**config.mk**
```make
export PLATFORM = sky130hd
export DESIGN_NAME = div_16_23_quot
export DESIGN_NICKNAME = d
export VERILOG_FILES = /design/src/rtl/div23_pkg.sv /design/src/rtl/div23_pipe_stage.sv /design/src/rtl/div_16_23_quot.sv
export SDC_FILE = /design/constraint.sdc
export NUM_CORES = 1
export LEC_CHECK = 0
export CAP_MARGIN = 20
export CORE_UTILIZATION = 49
export DETAILED_ROUTE_END_ITERATION = 12
export PLACE_DENSITY = 0.87
export SLEW_MARGIN = 20
export SYNTH_ARGS = -nofsm -noshare
export SYNTH_HDL_FRONTEND = slang
export SYNTH_SLANG_ARGS = --single-unit
```
**constraint.sdc**
```tcl
create_clock -name clk -period 3.6 [get_ports clk]
set_input_delay 0.72 -clock clk [delete_from_list [all_inputs] [get_ports clk]]
set_output_delay 0.72 -clock clk [all_outputs]
set_load 0.03 [all_outputs]
```
**src/rtl/div23_pkg.sv**
```systemverilog
// Shared constants, beat types and helpers for the exact divide-by-23 quotient stage.
//
// Contents:
//   W_X, W_R, W_Q  - dividend, remainder and quotient widths
//   DIVISOR        - the constant divisor (23)
//   INV_23_16      - 23^-1 mod 2^16; 23 * 0x37A7 = 327681 = 5 * 2^16 + 1
//   div23_beat_t   - input beat {x, r}
//   div23_res_t    - result beat {q, r}
//   div23_mul_inv  - (d * INV_23_16) mod 2^W_X
package div23_pkg;

  localparam int unsigned W_X     = 16;
  localparam int unsigned W_R     = 5;
  localparam int unsigned W_Q     = 12;
  localparam int unsigned DIVISOR = 23;

  localparam logic [W_X-1:0] INV_23_16 = 16'h37A7;

  typedef struct packed {
    logic [W_X-1:0] x;
    logic [W_R-1:0] r;
  } div23_beat_t;

  typedef struct packed {
    logic [W_Q-1:0] q;
    logic [W_R-1:0] r;
  } div23_res_t;

  // Exact division of a known multiple of 23: multiplying by the modular inverse
  // modulo 2^W_X recovers the quotient in the low bits with no remainder logic.
  function automatic logic [W_X-1:0] div23_mul_inv(input logic [W_X-1:0] d);
    logic [W_X-1:0] p;
    p = d * INV_23_16;
    return p;
  endfunction

endpackage

```
**src/rtl/div23_pipe_stage.sv**
```systemverilog
// Generic valid/ready register slice.
//
// A single register with a valid bit. The slice accepts a new beat whenever it is
// empty or its current beat leaves in the same cycle, so back-to-back stages run at
// one beat per cycle and an empty slice fills even while the consumer stalls.
// in_ready_o depends combinationally on out_ready_i.
//
// Ports:
//   clk_i        clock, rising edge
//   rst_i        asynchronous, active-high reset (clears valid and data)
//   in_valid_i   upstream beat valid
//   in_ready_o   slice can take a beat this cycle
//   in_data_i    upstream payload
//   out_valid_o  slice holds a beat
//   out_ready_i  downstream takes the beat
//   out_data_o   held payload, stable while out_valid_o && !out_ready_i
module div23_pipe_stage #(
  parameter int unsigned Width = 1
) (
  input  logic             clk_i,
  input  logic             rst_i,
  input  logic             in_valid_i,
  output logic             in_ready_o,
  input  logic [Width-1:0] in_data_i,
  output logic             out_valid_o,
  input  logic             out_ready_i,
  output logic [Width-1:0] out_data_o
);

  logic             valid_q;
  logic [Width-1:0] data_q;
  logic             load;

  assign in_ready_o = !valid_q || out_ready_i;
  assign load       = in_valid_i && in_ready_o;

  always_ff @(posedge clk_i or posedge rst_i) begin
    if (rst_i) begin
      valid_q <= 1'b0;
      data_q  <= '0;
    end else begin
      // While the slice can move, its next valid is simply whether a beat arrives.
      if (in_ready_o) begin
        valid_q <= in_valid_i;
      end
      if (load) begin
        data_q <= in_data_i;
      end
    end
  end

  assign out_valid_o = valid_q;
  assign out_data_o  = data_q;

endmodule

```
**src/rtl/div_16_23_quot.sv**
```systemverilog
// Quotient stage after the mod-23 residue unit: Q = (X - R) / 23 for a 16-bit X.
//
// Two register slices:
//   S1 holds d = X - R (mod 2^16) and R.
//   S2 holds Q = low 12 bits of (d * 23^-1 mod 2^16) and R.
// Latency is 2 cycles from input handshake to out_valid; throughput 1 beat/cycle.
// R passes through so the consumer sees {Q, R} as one beat.
//
// Optional build macro DIV23Q_SELFCHECK_EN: S1 also carries X, and S2 registers
// err = (Q*23 + R != X) || (R >= 23). Without it err is tied 0 and X is dropped.
//
// Ports:
//   clk        clock, rising edge
//   rst        asynchronous, active-high reset; discards in-flight beats
//   in_valid   input beat valid
//   in_ready   stage can accept a beat (combinational from out_ready)
//   in_x       dividend X
//   in_r       remainder X mod 23
//   out_valid  result valid
//   out_ready  consumer accepts result
//   out_q      quotient
//   out_r      remainder, passed through
//   err        self-check failure, valid with out_valid
module div_16_23_quot
  import div23_pkg::*;
(
  input  logic           clk,
  input  logic           rst,
  input  logic           in_valid,
  output logic           in_ready,
  input  logic [W_X-1:0] in_x,
  input  logic [W_R-1:0] in_r,
  output logic           out_valid,
  input  logic           out_ready,
  output logic [W_Q-1:0] out_q,
  output logic [W_R-1:0] out_r,
  output logic           err
);

`ifdef DIV23Q_SELFCHECK_EN
  typedef struct packed {
    logic [W_X-1:0] d;
    logic [W_R-1:0] r;
    logic [W_X-1:0] x;
  } s1_t;

  typedef struct packed {
    div23_res_t res;
    logic       err;
  } s2_t;
`else
  typedef struct packed {
    logic [W_X-1:0] d;
    logic [W_R-1:0] r;
  } s1_t;

  typedef struct packed {
    div23_res_t res;
  } s2_t;
`endif

  div23_beat_t in_beat;
  s1_t         s1_in;
  s1_t         s1_out;
  s2_t         s2_in;
  s2_t         s2_out;
  logic        s1_valid;
  logic        s2_in_ready;

  assign in_beat = '{x: in_x, r: in_r};

  // Stage 1 input: subtract the remainder so the value is an exact multiple of 23.
  always_comb begin
    s1_in   = '0;
    s1_in.d = in_beat.x - W_X'(in_beat.r);
    s1_in.r = in_beat.r;
`ifdef DIV23Q_SELFCHECK_EN
    s1_in.x = in_beat.x;
`endif
  end

  div23_pipe_stage #(
    .Width($bits(s1_t))
  ) u_s1 (
    .clk_i      (clk),
    .rst_i      (rst),
    .in_valid_i (in_valid),
    .in_ready_o (in_ready),
    .in_data_i  (s1_in),
    .out_valid_o(s1_valid),
    .out_ready_i(s2_in_ready),
    .out_data_o (s1_out)
  );

`ifdef DIV23Q_SELFCHECK_EN
  localparam int unsigned W_RC = W_X + 1;

  // Reconstruct X from the computed quotient; 17 bits since a wrong q can overflow 16.
  logic [W_RC-1:0] recon;
`endif

  // Stage 2 input: modular-inverse multiply. For in-contract beats the product is
  // below 2^12, so only the low W_Q bits are kept.
  always_comb begin
    s2_in       = '0;
    s2_in.res.q = W_Q'(div23_mul_inv(s1_out.d));
    s2_in.res.r = s1_out.r;
`ifdef DIV23Q_SELFCHECK_EN
    recon     = W_RC'(s2_in.res.q) * W_RC'(DIVISOR) + W_RC'(s1_out.r);
    s2_in.err = (recon != W_RC'(s1_out.x)) || (s1_out.r >= W_R'(DIVISOR));
`endif
  end

  div23_pipe_stage #(
    .Width($bits(s2_t))
  ) u_s2 (
    .clk_i      (clk),
    .rst_i      (rst),
    .in_valid_i (s1_valid),
    .in_ready_o (s2_in_ready),
    .in_data_i  (s2_in),
    .out_valid_o(out_valid),
    .out_ready_i(out_ready),
    .out_data_o (s2_out)
  );

  assign out_q = s2_out.res.q;
  assign out_r = s2_out.res.r;

`ifdef DIV23Q_SELFCHECK_EN
  assign err = s2_out.err;
`else
  assign err = 1'b0;
`endif

endmodule
```
==> Word level (Yosys, flattened, before mapping) <==
Cells that the tools add are included.
{ "totals": {"regBits": 40, "latch_bits": 0, "ram_bits": 0, "mem_bits_ro": 0, "in_bits": 25, "output_inout_bits": 20, "word_cells": 12, "memories": 0} }
{ "classes": {"addsub": 1, "mul": 1, "div": 0, "n_lt_le_gt_ge": 0, "n_eq_ne": 0, "shift": 0, "muxes": 0, "bitwise_logic": 0, "n_reduce_logical": 6} }
{ "op_table": {"columns": ["cell", "n"], "rows": [
  ["16-bit by 14-bit multiplier with 12-bit output, second input constant", 1],
  ["16-bit by 5-bit subtractor with 16-bit output", 1],
  ["1-bit logical AND", 2],
  ["1-bit zero test", 2],
  ["1-bit logical OR", 2]
]} }

==> Depth between registers and ports, before layout <==
{ "logic_depth": {"depth_word": 4, "ltp_mapped": 14, "ltp_nobuf": 14} }

==> By module <==
A second synthesis with hierarchy kept.
{ "hier_totals": {"cells_unflattened": 285, "area_unflattened_um2": 3344.5} }
{ "modules_own_cells": {"columns": ["mod", "instances", "cells_each", "area_per_inst_um2", "seq_area_each_um2"], "rows": [
  ["div_16_23_quot", 1, 196, 1670.4, 0.0],
  ["div23_pipe_stage (u_s1)", 1, 49, 938.4, 550.5],
  ["div23_pipe_stage (u_s2)", 1, 40, 735.7, 450.4]
]} }

==> Worst setup path before layout <==
Ideal clock, no wire load.
{ "synth_path": {"path_kind": "register to register", "from": "register u_s1.data_q[5] (netlist: u_s1.out_data_o[5])", "to": "register u_s2.data_q[16] (netlist: u_s2.out_data_o[16])", "setup_time_ps": 124, "arrival_ps": 3316, "required_time_ps": 3476, "setup_slack_ps": 160, "stages_incl_launch_ff": 12, "path_buffers": 0, "period_less_slack_ps": 3440, "cell_sequence": "dfrtp_1 > ha_1 > ha_1 > fa_1 > fa_1 > fa_1 > xnor2_1 > xnor2_1 > xnor2_1 > xnor2_1 > xnor2_1 > o21ai_1"} }
{ "synth_between": {"elab_chain_len": 1} }
{ "synth_lines": {"columns": ["item", "line_no", "rtl"], "rows": [
  ["start: declaration", "div23_pipe_stage.sv:31", "logic [Width-1:0] data_q;"],
  ["start signal: assignment", "div23_pipe_stage.sv:47", "data_q <= in_data_i;"],
  ["16-bit by 14-bit multiplier with 12-bit output", "div23_pkg.sv:33", "p = d * INV_23_16;"],
  ["end signal: assignment", "div23_pipe_stage.sv:47", null],
  ["end: declaration", "div23_pipe_stage.sv:31", null]
]} }
No other way between the ends.
A chain may end at the register's enable or synchronous reset.

==> Worst setup path after layout <==
{ "layout_path": {"from": "register u_s1.data_q[6] (netlist: u_s1.out_data_o[6])", "to": "register u_s2.data_q[16] (netlist: u_s2.out_data_o[16])"} }
The elaborated chain is that of the path after synthesis.

==> impl_metrics.env <==
export IMPL_outcome="complete, no violations"
export IMPL_path_class="reg2reg"
export IMPL_synth_most_common_cell="inv_1"
export IMPL_io_pins=45
export IMPL_syn_cell_area_um2=2841
export IMPL_synth_edf_count=0
export IMPL_htreeDepth=2
export IMPL_grt_pass1_vias=2244
export IMPL_num_rows=27
export IMPL_min_period_over_period_pct=97.42
export IMPL_maxSlewHeadroom_pct=41.41
export IMPL_avgSynthCellArea_um2=10.08
export IMPL_hold_path_class="reg2reg"
export IMPL_synth_seq_cells=36
export IMPL_grt_max_degree=37
export IMPL_dpl_hpwl_um=4371
export IMPL_gr_total_overflow=0
export IMPL_r2r_setup_slack_ns=0.09
export IMPL_start_util_pct=51.29
export IMPL_synth_common_cells="49 x inv_1, 37 x ha_1, 36 x dfrtp_1"
export IMPL_yosys_area_top_type="dfrtp_1"
export IMPL_gp_congestion=0.9029
export IMPL_dieHeight_um=78.15
export IMPL_slew_viol_final=0
export IMPL_synth_top_cell_area_share_pct=31.70
export IMPL_cp_required_ns=3.75
export IMPL_drt_total_wl_um=5870
export IMPL_worstPathArrival_ns=3.65
export IMPL_dieWidth_um=78.15
export IMPL_yosysWarningCount=0
export IMPL_cts_hold_fix_buffers=0
export IMPL_numCtsBuffers=5
export IMPL_critPathLaunchType="flip-flop"
export IMPL_synth_top_cells_by_area="dfrtp_1 32%, ha_1 16%, fa_1 15%"
export IMPL_utilization_pct=67.86
export IMPL_antenna_found_initial=0
export IMPL_hold_violations=0
export IMPL_worstMarginPinSlew_ns=0.8767
export IMPL_cts_root_buf="clkbuf_8"
export IMPL_synthDistinctLibCells=36
export IMPL_first_iter_violations=73
export IMPL_fin_hold_ws_ns=0.4796
export IMPL_cts_tree="done"
export IMPL_max_freq_mhz=285.1
export IMPL_setup_violations_final=0
export IMPL_wl_per_cell_um=14.04
export IMPL_ant_nets=0
export IMPL_async_reset_ff_share_pct=100.0
export IMPL_clock_latency_ns=0.29
export IMPL_path_clk_slew_ns=0.08
export IMPL_finClkSkew_ns=0.003858
export IMPL_clock_sinks=36
export IMPL_syn_instance_count=282
export IMPL_dp_slack_ns=-0.1788
export IMPL_cp_end_kind="flip-flop"
export IMPL_layout_drive_gt1_share_pct=23.12
export IMPL_fin_nets=428
export IMPL_yosysSeqAreaShare_pct=31.70
export IMPL_first_pass_iters=6
export IMPL_areaGrowthSynthToFinish_pct=32.32
export IMPL_cp_max_fo=5
export IMPL_clock_path_buffers=2
export IMPL_grt_util_all_layers_pct=21.53
export IMPL_fillers=432
export IMPL_port_buffers=39
export IMPL_vias=2136
export IMPL_syn_nets=365
export IMPL_drc=0
export IMPL_finalCriticalPeriod_ns=3.507
export IMPL_core_area_um2=5540
export IMPL_dieArea_um2=6107
export IMPL_vias_per_cell=5.110
export IMPL_max_cap_violations=0
export IMPL_synthFlopType="dfrtp_1"
export IMPL_setup_slack_ns=0.09282
export IMPL_antennaDiodeCount=0
export IMPL_grt_pass1_wl_um=10080
[worst max-delay path, stage by stage, from the launching register on]
cell	delay, ns
dfrtp_2	0.45
inv_2	0.07
fa_1	0.57
inv_2	0.06
ha_4	0.21
fa_1	0.52
inv_1	0.06
fa_1	0.55
inv_2	0.06
ha_4	0.17
nor3_4	0.13
o21ai_2	0.08
a31oi_2	0.20
xnor2_1	0.15
o21ai_1	0.08
[cell families after synthesis]
group	synth area share, %
xor gates and xnor gates	6.473
muxes	3.567
DFF	31.70
buffers and inverters	7.442
AOI/OAI and AO/OA	9.027
adders and majority gates	31.09
and+or+nand+nor	10.57
other	0.1320
[path summary, 6_finish.rpt]
path / startpoint / endpoint / cells past startpoint
max: u_s1.out_data_o[6] / u_s2.out_data_o[16] / 14
min in group asynchronous: rst / u_s2.out_data_o[6] / 3
max reg2reg: u_s1.out_data_o[6] / u_s2.out_data_o[16] / 14
min: u_s2.out_data_o[14] / u_s2.out_data_o[14] / 2
max in group asynchronous: rst / u_s1.out_data_o[5] / 3
min reg2reg: u_s2.out_data_o[14] / u_s2.out_data_o[14] / 2
[per-layer routing]
metal	track usage [%]	wire, um	up-vias
met5	0	0	-
met3	3.953	147	6
li1	-	-	1039
met4	8.704	91	0
met2	40.53	3276	41
met1	23.60	2356	1050
[placed cells by master, fill, tap and decap left out, drive strengths merged, types with 7 or more instances in the layout]
master / instances
buf: 23
clkdlybuf4s50: 39
dfrtp: 36
fa: 21
ha: 37
inv: 49
mux2: 9
nand2: 27
nand2b: 7
o21ai: 25
xnor2: 14
xor2: 7
[cell type report]
cell class / instances / area (um^2) / area share [%]
clock buffer: 5 / 68.82 / 1.830
clock inverter: 3 / 23.77 / 0.6323
inverter: 49 / 183.9 / 4.892
multi-input combinational: 191 / 1922 / 51.11
sequential: 36 / 908.4 / 24.16
tap: 72 / 90.09 / 2.396
timing repair buffer: 62 / 563.0 / 14.98
[what timing repair did]
action,4_1_cts,5_1_grt
resized for setup,14,25
setup endpoints to repair,2,3
setup buffers,3,1
pin swaps,9,20
[per-stage QoR]
| stage | cells | cell area, um^2 | TNS [ns] |
|---|---|---|---|
| after global placement | 406 | 3437 | -0.03012 |
| after detailed placement | 406 | 3437 | -0.1788 |
| final | 418 | 3760 | 0 |
| after global routing | 418 | 3760 | -0.02355 |
| after CTS | 417 | 3616 | 0 |
| after floorplan | 282 | 2841 | 0 |
[flip-flops by register name (all words and copies together) (netlist names)]
signal            count
u_s1.out_valid_o      1
u_s1.out_data_o      17
u_s2.out_valid_o      1
u_s2.out_data_o      17
Power is left out: the tool's default activity adds up to more than one toggle a clock period on the data nets, which glitch-free logic cannot reach.
